**config.mk**
```make
export PLATFORM = sky130hd
export DESIGN_NAME = operand_sequencer
export DESIGN_NICKNAME = d
export VERILOG_FILES = /design/src/rtl/operand_sequencer_pkg.sv /design/src/rtl/operand_sequencer_btn_debounce.sv /design/src/rtl/operand_sequencer.sv
export SDC_FILE = /design/constraint.sdc
export NUM_CORES = 1
export LEC_CHECK = 0
export ABC_AREA = 1
export BUFFER_PORTS_ARGS = -buffer_cell sky130_fd_sc_hd__buf_2
export CAP_MARGIN = 10
export CELL_PAD_IN_SITES_DETAIL_PLACEMENT = 1
export CELL_PAD_IN_SITES_GLOBAL_PLACEMENT = 2
export CORE_AREA = 2 2 108 110
export CTS_CLUSTER_SIZE = 30
export DETAILED_ROUTE_END_ITERATION = 12
export DIE_AREA = 0 0 110 112
export PLACE_DENSITY_LB_ADDON = 0.1
export SLEW_MARGIN = 20
export SYNTH_ARGS = -nofsm -noshare
export SYNTH_HDL_FRONTEND = slang
export SYNTH_HIERARCHICAL = 1
export SYNTH_SLANG_ARGS = --single-unit
```
**constraint.sdc**
```tcl
create_clock -name clk -period 1.6 [get_ports clk]
set_input_delay 0.08 -clock clk [delete_from_list [all_inputs] [get_ports clk]]
set_output_delay 0.08 -clock clk [all_outputs]
set_load 0.01 [all_outputs]
```
**src/rtl/operand_sequencer_pkg.sv**
```systemverilog
// Shared opcode and FSM state encodings for the operand sequencer and its ALU-side consumers.
// Pure declarations; no timing or flow-control content.
package operand_sequencer_pkg;

    localparam int OPCODE_W = 4;
    localparam int STATE_W  = 2;

    typedef enum logic [OPCODE_W-1:0] {
        OP_ADD  = 4'h0,
        OP_SUB  = 4'h1,
        OP_SHL  = 4'h2,
        OP_SHR  = 4'h3,
        OP_CMP  = 4'h4,
        OP_AND  = 4'h5,
        OP_OR   = 4'h6,
        OP_XOR  = 4'h7,
        OP_NAND = 4'h8,
        OP_NOR  = 4'h9,
        OP_XNOR = 4'hA,
        OP_INV  = 4'hB,
        OP_NEG  = 4'hC,
        OP_STO  = 4'hD,
        OP_SWP  = 4'hE,
        OP_LOAD = 4'hF
    } opcode_e;

    typedef enum logic [STATE_W-1:0] {
        LOAD_A = 2'd0,
        LOAD_B = 2'd1,
        EXEC   = 2'd2,
        DONE   = 2'd3
    } state_e;

endpackage

```
**src/rtl/operand_sequencer_btn_debounce.sv**
```systemverilog
// Pushbutton conditioner: 2-FF sync, DEBOUNCE_CYCLES stability counter, one-cycle press on rising level.
// Latency 2 + DEBOUNCE_CYCLES edges from a clean input edge to press; no backpressure.
module btn_debounce #(
    parameter int DEBOUNCE_CYCLES = 1000000
) (
    input  logic clk,
    input  logic reset_n,
    input  logic btn_in,
    output logic press
);

    localparam int                CNT_W    = $clog2(DEBOUNCE_CYCLES + 1);
    localparam logic [CNT_W-1:0] CNT_LAST = CNT_W'(DEBOUNCE_CYCLES - 1);

    logic             sync_1;
    logic             sync_2;
    logic             level;
    logic [CNT_W-1:0] cnt;

    always_ff @(posedge clk) begin
        if (!reset_n) begin
            sync_1 <= 1'b0;
            sync_2 <= 1'b0;
            level  <= 1'b0;
            cnt    <= '0;
            press  <= 1'b0;
        end else begin
            sync_1 <= btn_in;
            sync_2 <= sync_1;
            press  <= 1'b0;
            // Any cycle where the synced input agrees with the level restarts the count.
            if (sync_2 != level) begin
                if (cnt == CNT_LAST) begin
                    level <= sync_2;
                    cnt   <= '0;
                    press <= sync_2;
                end else begin
                    cnt <= cnt + CNT_W'(1);
                end
            end else begin
                cnt <= '0;
            end
        end
    end

endmodule

```
**src/rtl/operand_sequencer.sv**
```systemverilog
// Button-driven operand loader: A, then B+opcode, then a valid/ready handshake with result writeback.
// exec_valid rises 1 cycle after the B press and holds until exec_ready; writeback lands 1 cycle after the handshake.
module operand_sequencer
    import operand_sequencer_pkg::*;
#(
    parameter int DEBOUNCE_CYCLES = 1000000,
    parameter int WIDTH           = 8
) (
    input  logic             clk,
    input  logic             reset_n,
    input  logic             btn_enter,
    input  logic [WIDTH-1:0] data_sw,
    input  logic [3:0]       op_sel,
    input  logic [WIDTH-1:0] alu_result,
    input  logic             exec_ready,
    output logic [WIDTH-1:0] a_reg,
    output logic [WIDTH-1:0] b_reg,
    output logic [3:0]       op_reg,
    output logic             exec_valid,
    output logic [WIDTH-1:0] y_reg,
    output logic [1:0]       state_o
);

    state_e state;
    logic   press;

    btn_debounce #(
        .DEBOUNCE_CYCLES (DEBOUNCE_CYCLES)
    ) u_btn_debounce (
        .clk     (clk),
        .reset_n (reset_n),
        .btn_in  (btn_enter),
        .press   (press)
    );

    assign state_o = state;

    always_ff @(posedge clk) begin
        if (!reset_n) begin
            state      <= LOAD_A;
            a_reg      <= '0;
            b_reg      <= '0;
            y_reg      <= '0;
            op_reg     <= '0;
            exec_valid <= 1'b0;
        end else begin
            case (state)
                LOAD_A: begin
                    if (press) begin
                        a_reg <= data_sw;
                        state <= LOAD_B;
                    end
                end
                LOAD_B: begin
                    if (press) begin
                        b_reg      <= data_sw;
                        op_reg     <= op_sel;
                        exec_valid <= 1'b1;
                        state      <= EXEC;
                    end
                end
                EXEC: begin
                    // Presses are dropped here; only the handshake moves the FSM on.
                    if (exec_valid && exec_ready) begin
                        exec_valid <= 1'b0;
                        state      <= DONE;
                        case (opcode_e'(op_reg))
                            OP_STO: begin
                                y_reg <= alu_result;
                                a_reg <= alu_result;
                            end
                            OP_SWP: begin
                                a_reg <= b_reg;
                                b_reg <= a_reg;
                                y_reg <= b_reg;
                            end
                            OP_LOAD: begin
                                a_reg <= data_sw;
                                y_reg <= data_sw;
                            end
                            default: begin
                                y_reg <= alu_result;
                            end
                        endcase
                    end
                end
                DONE: begin
                    if (press) begin
                        state <= LOAD_A;
                    end
                end
                default: begin
                    state <= LOAD_A;
                end
            endcase
        end
    end

endmodule

```
# Word-level counts from Yosys, hierarchy flattened
# Cells that the tools add are included.
[word_totals]
in_bits = 24
register_bits = 55
elab_cells = 57
out_inout_bits = 31
[op_classes]
n_mux = 16
bitwise_logic = 2
addsub = 1
reduce_logical = 13
eq_ne = 14
[ops]
columns = ["operator", "n"]
rows = [
  ["case mux 8 bit (2 select lines)", 3],
  ["2-to-1 mux 8 bit", 4],
  ["case mux 8 bit (3 select lines)", 1],
  ["adder 20 x 1 -> 20 bit, second input constant", 1],
  ["== test 20 bit, second input constant", 1],
  ["== test 4 bit, second input constant", 3],
  ["AND reduction 4 bit", 3],
  ["2-to-1 mux 2 bit", 4],
  ["case mux 2 bit (4 select lines)", 1],
  ["!= test 2 x 1 -> 1 bit, second input constant", 3],
  ["AND reduction 2 bit", 3],
  ["AND reduction 3 bit", 2],
  ["== test 2 bit, second input constant", 2],
  ["!= test 2 bit, second input constant", 2],
  ["!= test 4 x 3 -> 1 bit, second input constant", 1],
  ["nonzero test 2 bit", 2],
  ["OR reduction 3 bit", 1],
  ["== test 2 x 1 -> 1 bit, second input constant", 1],
  ["logical NOT 2 bit", 1],
  ["2-to-1 mux 1 bit", 2],
  ["inverter 1 bit", 2],
  ["case mux 1 bit (2 select lines)", 1],
  ["logical AND 1 bit", 1],
  ["!= test 1 bit", 1],
]

# Longest topological paths before layout
[depth]
word_depth = 4
depth_mapped = 10
depth_no_buf = 9

# Hierarchy
# The synthesis kept the hierarchy.
[modules_own_cells]
columns = ["module", "instances", "cells_each", "seq_area_each_um2", "area_per_inst_um2"]
rows = [
  ["operand_sequencer", 1, 247, 620.6, 1684.1],
  ["btn_debounce", 1, 186, 480.5, 1261.2],
]

# Worst setup path after synthesis
# OpenSTA, ideal clock, no wires.
[synth_timing]
path_type = "register -> register"
startpoint = "reg state[0] (netlist: state_o[0])"
endpoint = "reg state[1] (netlist: state_o[1])"
slack_ps = 10
n_path_buf = 2
arrival_ps = 1470
path_stages_with_launch = 11
setup_ps = 120
period_less_slack_ps = 1590
required_ps = 1480
cell_sequence = "dfxtp_1 inv_1 ha_1 buf_4 nand2_1 nand2_1 inv_2 buf_4 nand2_1 o21ai_0 a21oi_1"
[synth_between]
elab_chain_cells = 3
word_cells_on_any_way = 10
cone_classes = "eq/ne (7); mux (1); reduce/logical (2)"
[synth_rtl]
columns = ["element", "line", "source"]
rows = [
  ["start: declaration", "operand_sequencer.sv:24", "state_e state;"],
  ["start signal: assignment", "operand_sequencer.sv:40", "state <= LOAD_A;"],
  ["start signal: assignment", "operand_sequencer.sv:51", "state <= LOAD_B;"],
  ["start signal: assignment", "operand_sequencer.sv:59", "state <= EXEC;"],
  ["== test 2 bit (tied with other cells)", "operand_sequencer.sv:47", "case (state)"],
  ["!= test 2 x 1 -> 1 bit (no line) / != test 2 bit (equally long branches)", "-", ""],
  ["AND reduction 4 bit (no line)", "-", ""],
]
# Parallel ways exist; a longest one is shown, timed or not.
# A chain may end at the register's enable or synchronous reset.

# Final worst setup path
[layout_timing]
startpoint = "reg state[0] (netlist: state_o[0])"
endpoint = "reg a_reg[6]"
[layout_between]
elab_chain_cells = 3
word_cells_on_any_way = 8
cone_classes = "eq/ne (4); mux (1); reduce/logical (3)"
[layout_rtl]
columns = ["element", "line", "source"]
rows = [
  ["== test 2 bit / logical NOT 2 bit (equally long branches)", "operand_sequencer.sv:47", ""],
  ["!= test 4 x 3 -> 1 bit (no line) (tied with other cells)", "-", ""],
  ["AND reduction 4 bit (no line)", "-", ""],
  ["end signal: assignment", "operand_sequencer.sv:50", "a_reg <= data_sw;"],
  ["end signal: assignment", "operand_sequencer.sv:70", "a_reg <= alu_result;"],
  ["end signal: assignment", "operand_sequencer.sv:73", "a_reg <= b_reg;"],
  ["end: declaration", "operand_sequencer.sv:16", "output logic [WIDTH-1:0] a_reg,"],
]
# Parallel ways exist; a longest one is shown, timed or not.

==> out/metrics.yaml <==
ios: 55
htree_levels: 2
multiInputGateArea_mm2: 0.00169
period_share_pct: 95.8
row_count: 39
async_reset_ff_share_pct: 0
first_iter_violations: 125
critPathTopFamily: "simple AND/OR/NAND/NOR gates"
synth-edff-count: 0
ys_types: 34
crit_path_start: "state_o[0]"
hpwl_mm: 7.38
cts_num_sinks: 55
place.gp.congestion: 0.794
cp.arrival_ps: 1740
worst_r2r_startpoint: "state_o[0]"
fp.dieH_um: 112
crit_path_end_kind: "flip-flop"
root_buffer: "clkbuf_16"
die_x_um: 110
setup_viol: 0
hold_viol: 0
viasPerCell: 4.60
final_antenna_net_count: 0
utilization_pct: 34.0
hold_class: "input pin to flip-flop"
p_total_mw: 4.94
overflow: 0
vias: 3043
tightest_slew_ps: 389
core_mm2: 0.0112
finalWorstSetupSlack_ps: 67.0
ys_seq_elements: 55
rsz0062_at_grt: "no"
cpMostUsedCell: "nand2_1"
area_growth_pct: 29.1
p_per_area_mw_per_mm2: 1300
wl_per_cell_um: 15.1
ys_seq_area_share_pct: 37.4
setup_tns_ps: 0
yosys_warnings: 6
report.final.slew_viol_count: 0
drive_gt1_share_pct: 24.5
crit_fanout: 8
worstSetupStartpointType: "flip-flop"
port_buffers: 54
clkTransAtPathRegs_ps: 70
cts_buffer_depth: 2
register_area_mm2: 0.00111
relSlewSlack_pct: 73.9
largest_reg_flops: 20
grt_antenna_before_repair: 0
clock_latency_ps: 300
drc: 0
final_nets: 548
gr-usage-all-layers_pct: 16.9
synth_area_mm2: 0.00295
fmax_mhz: 652
initial_core_util_pct: 26.4
timing.final.crit_period_ps: 1530
synth_flop_cell: "dfxtp_1"
clock_skew_ps: 5.63
grt_pass1_vias: 3031
p_leak_nw: 1.67
grt_pass1_wl_mm: 15.8
netlist_instances: 433
status: "finished, final reports clean"
cts-buffers-inserted: 5
instances_no_fill: 662
dp_cells: 638
max_stage_delay_ps: 360
critical_path_buf_inv_count: 3
grt_max_degree: 20
cp.required_ps: 1800
syn_nets: 463
dieArea_mm2: 0.0123
cap_violations: 0
ir_worst_vdd_mv: 0.546
wirelength_mm: 9.98
drt_pass1_iterations: 4
antenna_cells: 0
worst-setup-path-type: "flip-flop to flip-flop"
path_cells: "inv_2 > buf_4 > ha_2 > or2_0 > buf_6 > nand3_4 > nand2_1 > nand2_1 > nor2_1"
fillCellCount: 1418
min-delay-start: "op_sel[0]"
dp_slack_ps: -132
regMostFlops: "u_btn_debounce/cnt"
slowest_stage: "dfxtp_4"
synth.avg_cell_area_um2: 6.80
cts_tree: "done"
[power by group]
part	switching (mW)	internal [mW]	leakage [nW]	total (mW)
registers	0.122	1.56	0.447	1.68
logic	1.23	0.920	1.15	2.15
clock network	0.534	0.582	0.0679	1.12
[per-stage QoR]
stage,hold slack (ps),cell area [µm²]
2_1_floorplan,173,2950
3_3_place_gp,270,3470
3_5_place_dp,275,3470
4_1_cts,30.3,3680
5_1_grt,60.4,3800
6_report,39.8,3800
[tightest hold or removal path, cell delays in order]
cell and delay [ps]:
buf_2 80, o21ai_0 80, nor2_1 70
[area by class of cell]
class	instances	area share [%]
clock buffer	7	3.49
clock inverter	1	0.132
inverter	43	4.47
multi-input combinational	328	44.3
sequential	55	29.1
tap	143	4.70
timing repair buffer	85	13.7
[timing repair]
| action | CTS | global route |
|---|---|---|
| gates resized for setup | 8 | 14 |
| endpoints found under the hold margin | 1 | 0 |
| hold buffers | 1 | 0 |
| gates cloned | 1 | 0 |
| setup buffers | 3 | 11 |
| pin swaps | 1 | 3 |
| endpoints found under the setup margin | 26 | 30 |
[placed cells by master, fill, tap and decap left out, types with 4 or more instances in the layout]
master / count
nand2_2: 6
inv_1: 32
o21ai_0: 15
mux2i_1: 8
nand3_1: 31
buf_4: 28
a21oi_1: 12
inv_2: 4
dfxtp_1: 53
buf_2: 54
nand4_1: 13
nor2_4: 4
clkbuf_16: 5
o21ai_1: 8
xor2_1: 6
clkinv_1: 5
nand2_1: 101
nor2_1: 94
[cells in the mapped netlist, types with 3 or more instances]
cell      number  area [µm²]
inv_2          4        15.0
nand4_1       13        81.3
dfxtp_1       55        1100
nor2_4         4        45.0
mux2i_1        8        80.1
xor2_1         6        52.6
ha_1           6        75.1
a21oi_1       12        60.1
or2_0          3        18.8
inv_1         34         128
o21ai_1        8        40.0
o21ai_0       15        75.1
nand3_2        4        40.0
clkinv_1       5        18.8
xnor2_1        3        26.3
buf_2          3        15.0
nand2_1      105         394
nand3_1       31         155
nor2_1        95         357
[cells by family (layout without fill, tap and decap cells)]
family	Yosys count	after routing	synth area share (%)
flip-flops	55	55	37.4
XOR/XNOR	9	9	2.68
AND/OR/NAND/NOR	265	265	39.8
AO/OA/AOI/OAI	39	40	7.56
adder cells (fa/ha/maj)	6	6	2.55
multiplexers	8	8	2.72
buffers and inverters	51	136	7.26
[metal layers]
metal | share of wire, % | global-route usage [%] | vias to the layer above
met2 | 41 | 24.3 | 53
met1 | 53 | 25.4 | 1426
met4 | 1.1 | 4.22 | 0
met3 | 5.0 | 3.75 | 9
li1 | - | - | 1555
met5 | 0 | 0 | -
[path summary, 6_finish.rpt]
| path | slack [ps] | to | depth (start not counted) |
|---|---|---|---|
| hold reg to reg | 420 | u_btn_debounce/sync_2 | 2 |
| setup / recovery | 70 | a_reg[6] | 9 |
| hold / removal | 40 | op_reg[0] | 3 |
| setup reg to reg | 70 | a_reg[6] | 9 |
(Power assumes the default switching activity.)
